## config.mk

```make
export PLATFORM = sky130hd
export DESIGN_NAME = gate_unit_pipe
export DESIGN_NICKNAME = d
export VERILOG_FILES = /design/src/rtl/gate_unit_pipe.sv
export SDC_FILE = /design/constraint.sdc
export NUM_CORES = 1
export LEC_CHECK = 0
export ABC_AREA = 1
export CAP_MARGIN = 40
export CORE_ASPECT_RATIO = 1.2
export CORE_UTILIZATION = 55
export DETAILED_ROUTE_END_ITERATION = 8
export GPL_TIMING_DRIVEN = 0
export PLACE_DENSITY_LB_ADDON = 0.05
export SYNTH_ARGS = -nofsm -noshare
export SYNTH_HDL_FRONTEND = slang
export SYNTH_SLANG_ARGS = --single-unit
```

## constraint.sdc

```tcl
create_clock -name clk -period 4.1 [get_ports clk]
set_input_delay 0.41 -clock clk [delete_from_list [all_inputs] [get_ports clk]]
set_output_delay 0.41 -clock clk [all_outputs]
set_load 0.05 [all_outputs]
```

## src/rtl/gate_unit_pipe.sv

```systemverilog
// Registered WIDTH-bit gate unit: eight bitwise ops, XOR accumulator, valid/ready output with flags.
// Optional GATE_UNIT_SKID_EN adds a 2-entry skid buffer so in_ready no longer depends on out_ready.
module gate_unit_pipe #(
   parameter int WIDTH = 4,
   parameter int CNT_W = 16
) (
   input  logic             clk,
   input  logic             rst,
   input  logic             in_valid,
   output logic             in_ready,
   input  logic [2:0]       op,
   input  logic [WIDTH-1:0] A,
   input  logic [WIDTH-1:0] B,
   output logic             out_valid,
   input  logic             out_ready,
   output logic [WIDTH-1:0] Y,
   output logic             zero,
   output logic             parity,
   output logic [CNT_W-1:0] txn_count
);

   function automatic logic calc_parity(input logic [WIDTH-1:0] v);
      return ^v;
   endfunction

   function automatic logic calc_zero(input logic [WIDTH-1:0] v);
      return (v == {WIDTH{1'b0}});
   endfunction

   logic [WIDTH-1:0] acc_q, acc_d;
   logic [CNT_W-1:0] txn_q, txn_d;
   logic [WIDTH-1:0] y_q, y_d;
   logic             zero_q, zero_d;
   logic             parity_q, parity_d;
   logic             out_valid_q, out_valid_d;
   logic [WIDTH-1:0] res_s;
   logic [WIDTH-1:0] load_val_s;
   logic             load_s;
   logic             in_fire_s;

   assign in_fire_s = in_valid && in_ready;

   // Operation decode; XACC yields the post-update accumulator value
   always_comb begin
      res_s = {WIDTH{1'b0}};
      case (op)
         3'd0:    res_s = A & B;
         3'd1:    res_s = A | B;
         3'd2:    res_s = A ^ B;
         3'd3:    res_s = ~A;
         3'd4:    res_s = ~(A & B);
         3'd5:    res_s = ~(A | B);
         3'd6:    res_s = ~(A ^ B);
         3'd7:    res_s = acc_q ^ A;
         default: res_s = {WIDTH{1'b0}};
      endcase
   end

   // Accumulator and transaction counter advance in acceptance order
   always_comb begin
      acc_d = acc_q;
      txn_d = txn_q;
      if (in_fire_s) begin
         txn_d = txn_q + CNT_W'(1);
         if (op == 3'd7) begin
            acc_d = res_s;
         end else begin
            acc_d = acc_q;
         end
      end else begin
         txn_d = txn_q;
      end
   end

`ifdef GATE_UNIT_SKID_EN
   logic [WIDTH-1:0] skid0_q, skid0_d;
   logic [WIDTH-1:0] skid1_q, skid1_d;
   logic [1:0]       skid_cnt_q, skid_cnt_d;
   logic             in_ready_q, in_ready_d;
   logic             out_free_s;
   logic             pop_s;
   logic             push_s;

   assign in_ready   = in_ready_q;
   assign out_free_s = !out_valid_q || out_ready;

   // Skid head feeds the output register ahead of any new result to keep order
   always_comb begin
      pop_s      = out_free_s && (skid_cnt_q != 2'd0);
      push_s     = in_fire_s && ((skid_cnt_q != 2'd0) || !out_free_s);
      load_s     = out_free_s && ((skid_cnt_q != 2'd0) || in_fire_s);
      load_val_s = (skid_cnt_q != 2'd0) ? skid0_q : res_s;
      skid0_d    = skid0_q;
      skid1_d    = skid1_q;
      skid_cnt_d = skid_cnt_q;
      if (pop_s) begin
         skid0_d = skid1_q;
         if (push_s && (skid_cnt_q == 2'd1)) begin
            skid0_d = res_s;
         end else if (push_s && (skid_cnt_q == 2'd2)) begin
            skid1_d = res_s;
         end else begin
            skid1_d = skid1_q;
         end
         skid_cnt_d = push_s ? skid_cnt_q : (skid_cnt_q - 2'd1);
      end else if (push_s) begin
         if (skid_cnt_q == 2'd0) begin
            skid0_d = res_s;
         end else begin
            skid1_d = res_s;
         end
         skid_cnt_d = skid_cnt_q + 2'd1;
      end else begin
         skid_cnt_d = skid_cnt_q;
      end
      in_ready_d = (skid_cnt_d != 2'd2);
   end

   // Skid storage and registered ready
   always_ff @(posedge clk) begin
      if (rst) begin
         skid0_q    <= {WIDTH{1'b0}};
         skid1_q    <= {WIDTH{1'b0}};
         skid_cnt_q <= 2'd0;
         in_ready_q <= 1'b1;
      end else begin
         skid0_q    <= skid0_d;
         skid1_q    <= skid1_d;
         skid_cnt_q <= skid_cnt_d;
         in_ready_q <= in_ready_d;
      end
   end
`else
   assign in_ready = !out_valid_q || out_ready;

   // Without a skid buffer the output register loads straight from the decode
   always_comb begin
      load_s     = in_fire_s;
      load_val_s = res_s;
   end
`endif

   // Output register: flags are derived from the value being loaded
   always_comb begin
      y_d         = y_q;
      zero_d      = zero_q;
      parity_d    = parity_q;
      out_valid_d = out_valid_q;
      if (load_s) begin
         y_d         = load_val_s;
         zero_d      = calc_zero(load_val_s);
         parity_d    = calc_parity(load_val_s);
         out_valid_d = 1'b1;
      end else if (out_ready) begin
         out_valid_d = 1'b0;
      end else begin
         out_valid_d = out_valid_q;
      end
   end

   // Datapath state; reset discards any pending output
   always_ff @(posedge clk) begin
      if (rst) begin
         acc_q       <= {WIDTH{1'b0}};
         txn_q       <= {CNT_W{1'b0}};
         y_q         <= {WIDTH{1'b0}};
         zero_q      <= 1'b0;
         parity_q    <= 1'b0;
         out_valid_q <= 1'b0;
      end else begin
         acc_q       <= acc_d;
         txn_q       <= txn_d;
         y_q         <= y_d;
         zero_q      <= zero_d;
         parity_q    <= parity_d;
         out_valid_q <= out_valid_d;
      end
   end

   assign out_valid = out_valid_q;
   assign Y         = y_q;
   assign zero      = zero_q;
   assign parity    = parity_q;
   assign txn_count = txn_q;

endmodule
```

==> results of run 1 <==
-- worst reg2reg max path, stage by stage, from the launching register on --
cell,delay (ns)
dfxtp_1,0.34
inv_1,0.07
nand2_1,0.05
nand3_1,0.07
nand2_1,0.05
nor2_1,0.18
and3_1,0.20
ha_1,0.24
xnor2_1,0.16
a21oi_1,0.08
-- Yosys cell counts, types with 3 or more instances --
library cell  number  area (um^2)
nand2_1           53          199
nor2_1            46          173
inv_1             37          139
dfxtp_1           27          541
nand3_1           15         75.1
nand4_1           15         93.8
o21ai_0           13         65.1
a21oi_1           11         55.1
ha_1              11          138
o21ai_1            8         40.0
inv_2              5         18.8
nand2_2            5         31.3
buf_4              4         30.0
nor2_2             4         25.0
buf_2              3         15.0
-- metal layers --
layer | vias to the layer above | track usage | share of wire
li1 | 960 | - | -
met1 | 819 | 0.281 | 0.44
met2 | 36 | 0.456 | 0.52
met3 | 4 | 0.0282 | 0.027
met4 | 0 | 0.0673 | 0.0092
met5 | - | 0 | 0
-- kinds of logic (layout without fill, tap and decap cells) --
family                   count (synthesis)  count (layout)  share of synthesized area
adder cells (fa/ha/maj)                 11              11                     0.0764
XOR/XNOR                                 2               2                    0.00972
AND/OR/NAND/NOR                        151             151                      0.405
buffers and inverters                   49              88                      0.112
AO/OA/AOI/OAI                           34              34                     0.0965
flip-flops                              27              27                      0.300
-- area by class of cell --
class	instances	area (um^2)
clock buffer	3	22.5
fill	273	855
timing repair buffer	35	350
multi-input combinational	198	1060
clock inverter	1	8.76
inverter	42	158
buffer	7	45.0
sequential	27	541
tap	36	45.0
-- how the worst max path moves through the flow --
| stage | from | end | cells past startpoint |
|---|---|---|---|
| detailed placement | A[0] | parity | 10 |
| floorplan | A[0] | parity | 9 |
| global placement | A[0] | parity | 10 |
| global route | out_ready | in_ready | 4 |
| CTS | out_ready | in_ready | 4 |
| finish | out_ready | in_ready | 4 |
-- power by group --
group / switching [mW] / internal (mW)
combinational: 0.0944 / 0.0571
clock: 0.0865 / 0.0398
sequential: 0.00624 / 0.272
total: 0.187 / 0.369
-- flip-flops by register name (all words and copies together), names as in the netlist --
name,flops
txn_count,16
out_valid,1
Y,4
parity,1
acc_q,4
zero,1
==> impl_metrics.csv, run 1 <==
group,metric,value,unit
status,status,"finished, final reports clean",
setup_path,path_delay_family,"buffers and inverters",
clocking,ctsHtreeMaxLevel,1,
timing,fin_tns_setup,0,ns
floorplan,die_w,54.3,um
pwr,ir_worst_vdd,0.000287,V
synthesis,ys.flop_type,"dfxtp_1",
placed_design,portBuffers,35,
synthesis,synth_edf_count,0,
setup_path,required,3.69,ns
routing,drt_wl_total,3900,um
timing,setup_viol,0,
routing,detail_route.wl_per_cell,11.2,um
timing,fin_hold_ws,0.364,ns
timing,slew_headroom,0.668,
routing,vias,1819,
clocking,cts_tree,"done",
pwr,power_density,250,nW/um^2
routing,drc,0,
synthesis,avgSynthCellArea,6.58,um^2
final_layout,drive_above_1_share,0.109,
setup_path,cp-end-kind,"output pin",
synthesis,synth_area,1800,um^2
routing,vias_per_cell,5.21,
clocking,numCtsBuffers,3,
final_layout,fin_area,2230,um^2
final_layout,layout_common_cells,"nand2_1 (53), nor2_1 (46), inv_1 (37), clkdlybuf4s50_1 (35), dfxtp_1 (27)",
global_route,globalRouteTotalUtil,0.246,
pwr,leakage,0.963,nW
routing,ant_nets,0,
hold_path,whs_endpoint,"zero",
hold_path,hp-class,"primary input to flop",
placed_design,dpl-instance-area,2200,um^2
timing,worst_clock_skew,0.0115,ns
setup_path,rr_worst_depth,9,
timing,finalWorstSetupSlack,1.86,ns
floorplan,start_util,0.584,
routing,dr.pass1.iters,4,
synthesis,yosysSeqAreaShare,0.300,
clocking,cts_resized,0,
placed_design,place_inst,345,
job,cap_violations,0,
setup_path,rrSetupSlack,2.59,ns
setup_path,timing.rr.end,"parity",
synthesis,synth_cell_type_count,27,
clocking,cts_root_buf,"clkbuf_4",
floorplan,core_area,3080,um^2
global_route,antenna_found_initial,0,
setup_path,cp_num_buf_inv,3,
final_layout,diodes,0,
synthesis,yosys_warnings,0,
timing,fin_crit_sh,0.545,
setup_path,r2r-start,"acc_q[0]",
floorplan,io_pins,39,
setup_path,crit_top_cell,"clkdlybuf4s50_1",
final_layout,nets,340,
setup_path,path_cells,"clkdlybuf4s50_1 -> inv_1 -> nand2_2 -> clkdlybuf4s50_1",
timing,maxSlewViolCount,0,
placed_design,hpwlAfterDp,3050,um
final_layout,final_common_cell,"nand2_1",
floorplan,die_height,64.7,um
setup_path,crit_arrival,1.83,ns
final_layout,fin_util,0.723,
synthesis,synth_seq_cells,27,
routing,drtIter0Drc,37,
setup_path,cp_slowest_cell,"clkdlybuf4s50_1",
pwr,power,556,uW
clocking,clk_latency,0.34,ns
clocking,clkSinkCount,27,
synthesis,synth_nets,300,
hold_path,hp-start,"rst",
hold_path,hold_path_depth,2,
timing,period_minus_slack,2.24,ns
setup_path,critPathLaunchType,"primary input",
global_route,grt_pass1_vias,1593,
placed_design,place.gp.congestion,0.882,
synthesis,synthArstFlopShare,0,
setup_path,crit_fanout,4,
final_layout,syn2layout_area_growth,23.7,%
synthesis,netlist_instances,274,
final_layout,final_cells,349,
clocking,cts_hold_buf,0,
clocking,cts_setup_buffers,0,
placed_design,pre_cts_ws,1.66,ns
global_route,grt_overflow,0,
floorplan,num_rows,22,
timing,fmax,447,MHz
setup_path,critPathMaxStageDelay,0.81,ns
clocking,path_clk_slew,0.16,ns
timing,tightest_slew,0.496,ns
floorplan,dieArea,3510,um^2
timing,rsz0062_at_grt,"no",
clocking,clockBufferDepth,2,
global_route,grt_max_degree,18,
setup_path,critPathKind,"primary input to output pin",
global_route,grt_pass1_wl,6560,um
timing,hold_violations,0,
Power figures use the tool's default switching activity.
==> inputs of run 2 (changes only) <==
- CORE_UTILIZATION: 55 -> 51
- clock period: 4.1 -> 2.3 ns (I/O delays scaled with it)
==> impl_metrics.csv, run 2 (synthesis results as in run 1) <==
group,metric,value,unit
status,status,"finished, final reports clean",
routing,vias_per_cell,5.13,
routing,drtIter0Drc,84,
timing,maxSlewViolCount,0,
final_layout,layout_common_cells,"nand2_1 (53), nor2_1 (46), inv_1 (37), clkdlybuf4s50_1 (35), dfxtp_1 (27)",
final_layout,final_common_cell,"nand2_1",
hold_path,hp-class,"primary input to flop",
floorplan,start_util,0.535,
floorplan,core_area,3370,um^2
final_layout,nFillCells,327,
routing,dr.pass1.iters,4,
clocking,cts_resized,0,
final_layout,diodes,0,
routing,drc,0,
global_route,globalRouteTotalUtil,0.210,
setup_path,cp-end-kind,"flop",
clocking,cts_setup_buffers,0,
placed_design,portBuffers,35,
placed_design,hpwlAfterDp,3030,um
routing,vias,1796,
setup_path,crit_fanout,3,
final_layout,nets,340,
final_layout,ff_latch_area,541,um^2
setup_path,cp_num_buf_inv,2,
global_route,grt_overflow,0,
pwr,leakage,0.971,nW
final_layout,multiInputGateArea,1060,um^2
timing,fmax,499,MHz
timing,rsz0062_at_grt,"no",
final_layout,final_cells,350,
clocking,clockBufferDepth,2,
timing,setup_viol,0,
clocking,cts_hold_buf,0,
timing,tightest_slew,0.495,ns
clocking,clk_latency,0.28,ns
timing,hold_violations,0,
placed_design,place_inst,346,
clocking,ctsHtreeMaxLevel,1,
global_route,antenna_found_initial,0,
setup_path,cp_slowest_cell,"clkdlybuf4s50_1",
setup_path,path_cells,"clkdlybuf4s50_1 -> inv_1 -> ha_1 -> nand4_1 -> o21ai_1 -> nor2_1 -> and3_1 -> ha_1 -> xnor2_1 -> a21oi_1",
timing,period_minus_slack,2.00,ns
setup_path,path_delay_family,"buffers and inverters",
pwr,ir_worst_vdd,0.000416,V
global_route,grt_max_degree,18,
job,cap_violations,0,
routing,detail_route.wl_per_cell,11.1,um
setup_path,crit_top_cell,"ha_1",
setup_path,critPathKind,"primary input to flop",
floorplan,die_height,67.1,um
clocking,numCtsBuffers,3,
clocking,path_clk_slew,0.11,ns
placed_design,place.gp.congestion,0.923,
clocking,cts_root_buf,"clkbuf_8",
clocking,clkSinkCount,27,
timing,slew_headroom,0.669,
global_route,grt_pass1_vias,1540,
setup_path,critPathMaxStageDelay,0.51,ns
final_layout,drive_above_1_share,0.109,
timing,fin_crit_sh,0.871,
floorplan,die_w,56.3,um
clocking,cts_tree,"done",
setup_path,required,2.48,ns
routing,ant_nets,0,
floorplan,num_rows,23,
global_route,grt_pass1_wl,6330,um
final_layout,largest_reg_flops,16,
timing,worst_clock_skew,0.0112,ns
routing,drt_wl_total,3870,um
final_layout,syn2layout_area_growth,24.8,%
setup_path,crit_arrival,2.18,ns
timing,fin_tns_setup,0,ns
floorplan,dieArea,3780,um^2
floorplan,io_pins,39,
pwr,power_density,469,nW/um^2
setup_path,critPathLaunchType,"primary input",
run 2: power by group:
part           switching [mW]  internal [mW]  total (mW)
registers              0.0110          0.485       0.496
clock network           0.161          0.127       0.288
logic                   0.169          0.102       0.271
run 2: metrics by stage:
step	hold slack [ns]	power [mW]	util	area (um^2)	worst slack (ns)
after global placement	0.462	0.775	0.653	2200	0.0171
final	0.257	1.06	0.668	2250	0.296
after CTS	0.254	1.06	0.668	2250	0.310
after floorplan	0.493	0.693	-	1800	0.612
after detailed placement	0.464	0.778	0.653	2200	0.0147
after global routing	0.273	1.11	0.668	2250	0.203
run 2: final timing paths:
kind	start	endpoint	slack (ns)	depth (start not counted)
worst max register to register	acc_q[0]	parity	0.77	9
worst min register to register	zero	zero	0.48	2
worst min-delay path	rst	zero	0.26	2
worst max-delay path	A[0]	parity	0.30	10
run 2: cell type report:
cell class	count	area share
multi-input cells	198	0.471
flip-flops and latches	27	0.240
repair buffers	35	0.156
well taps	37	0.0206
plain buffers	7	0.0200
clock buffers	3	0.0184
inverters	42	0.0701
clock inverters	1	0.00390
run 2: routing by layer:
metal	part of all wire	track usage
met2	0.51	0.405
met1	0.44	0.230
met5	0	0
met3	0.030	0.0272
met4	0.016	0.0884
==> inputs of run 3 (changes only) <==
- SLEW_MARGIN: not set -> 20
==> results of run 3 <==
Same layout as run 2: the final DEF is identical, and so are final timing and power.
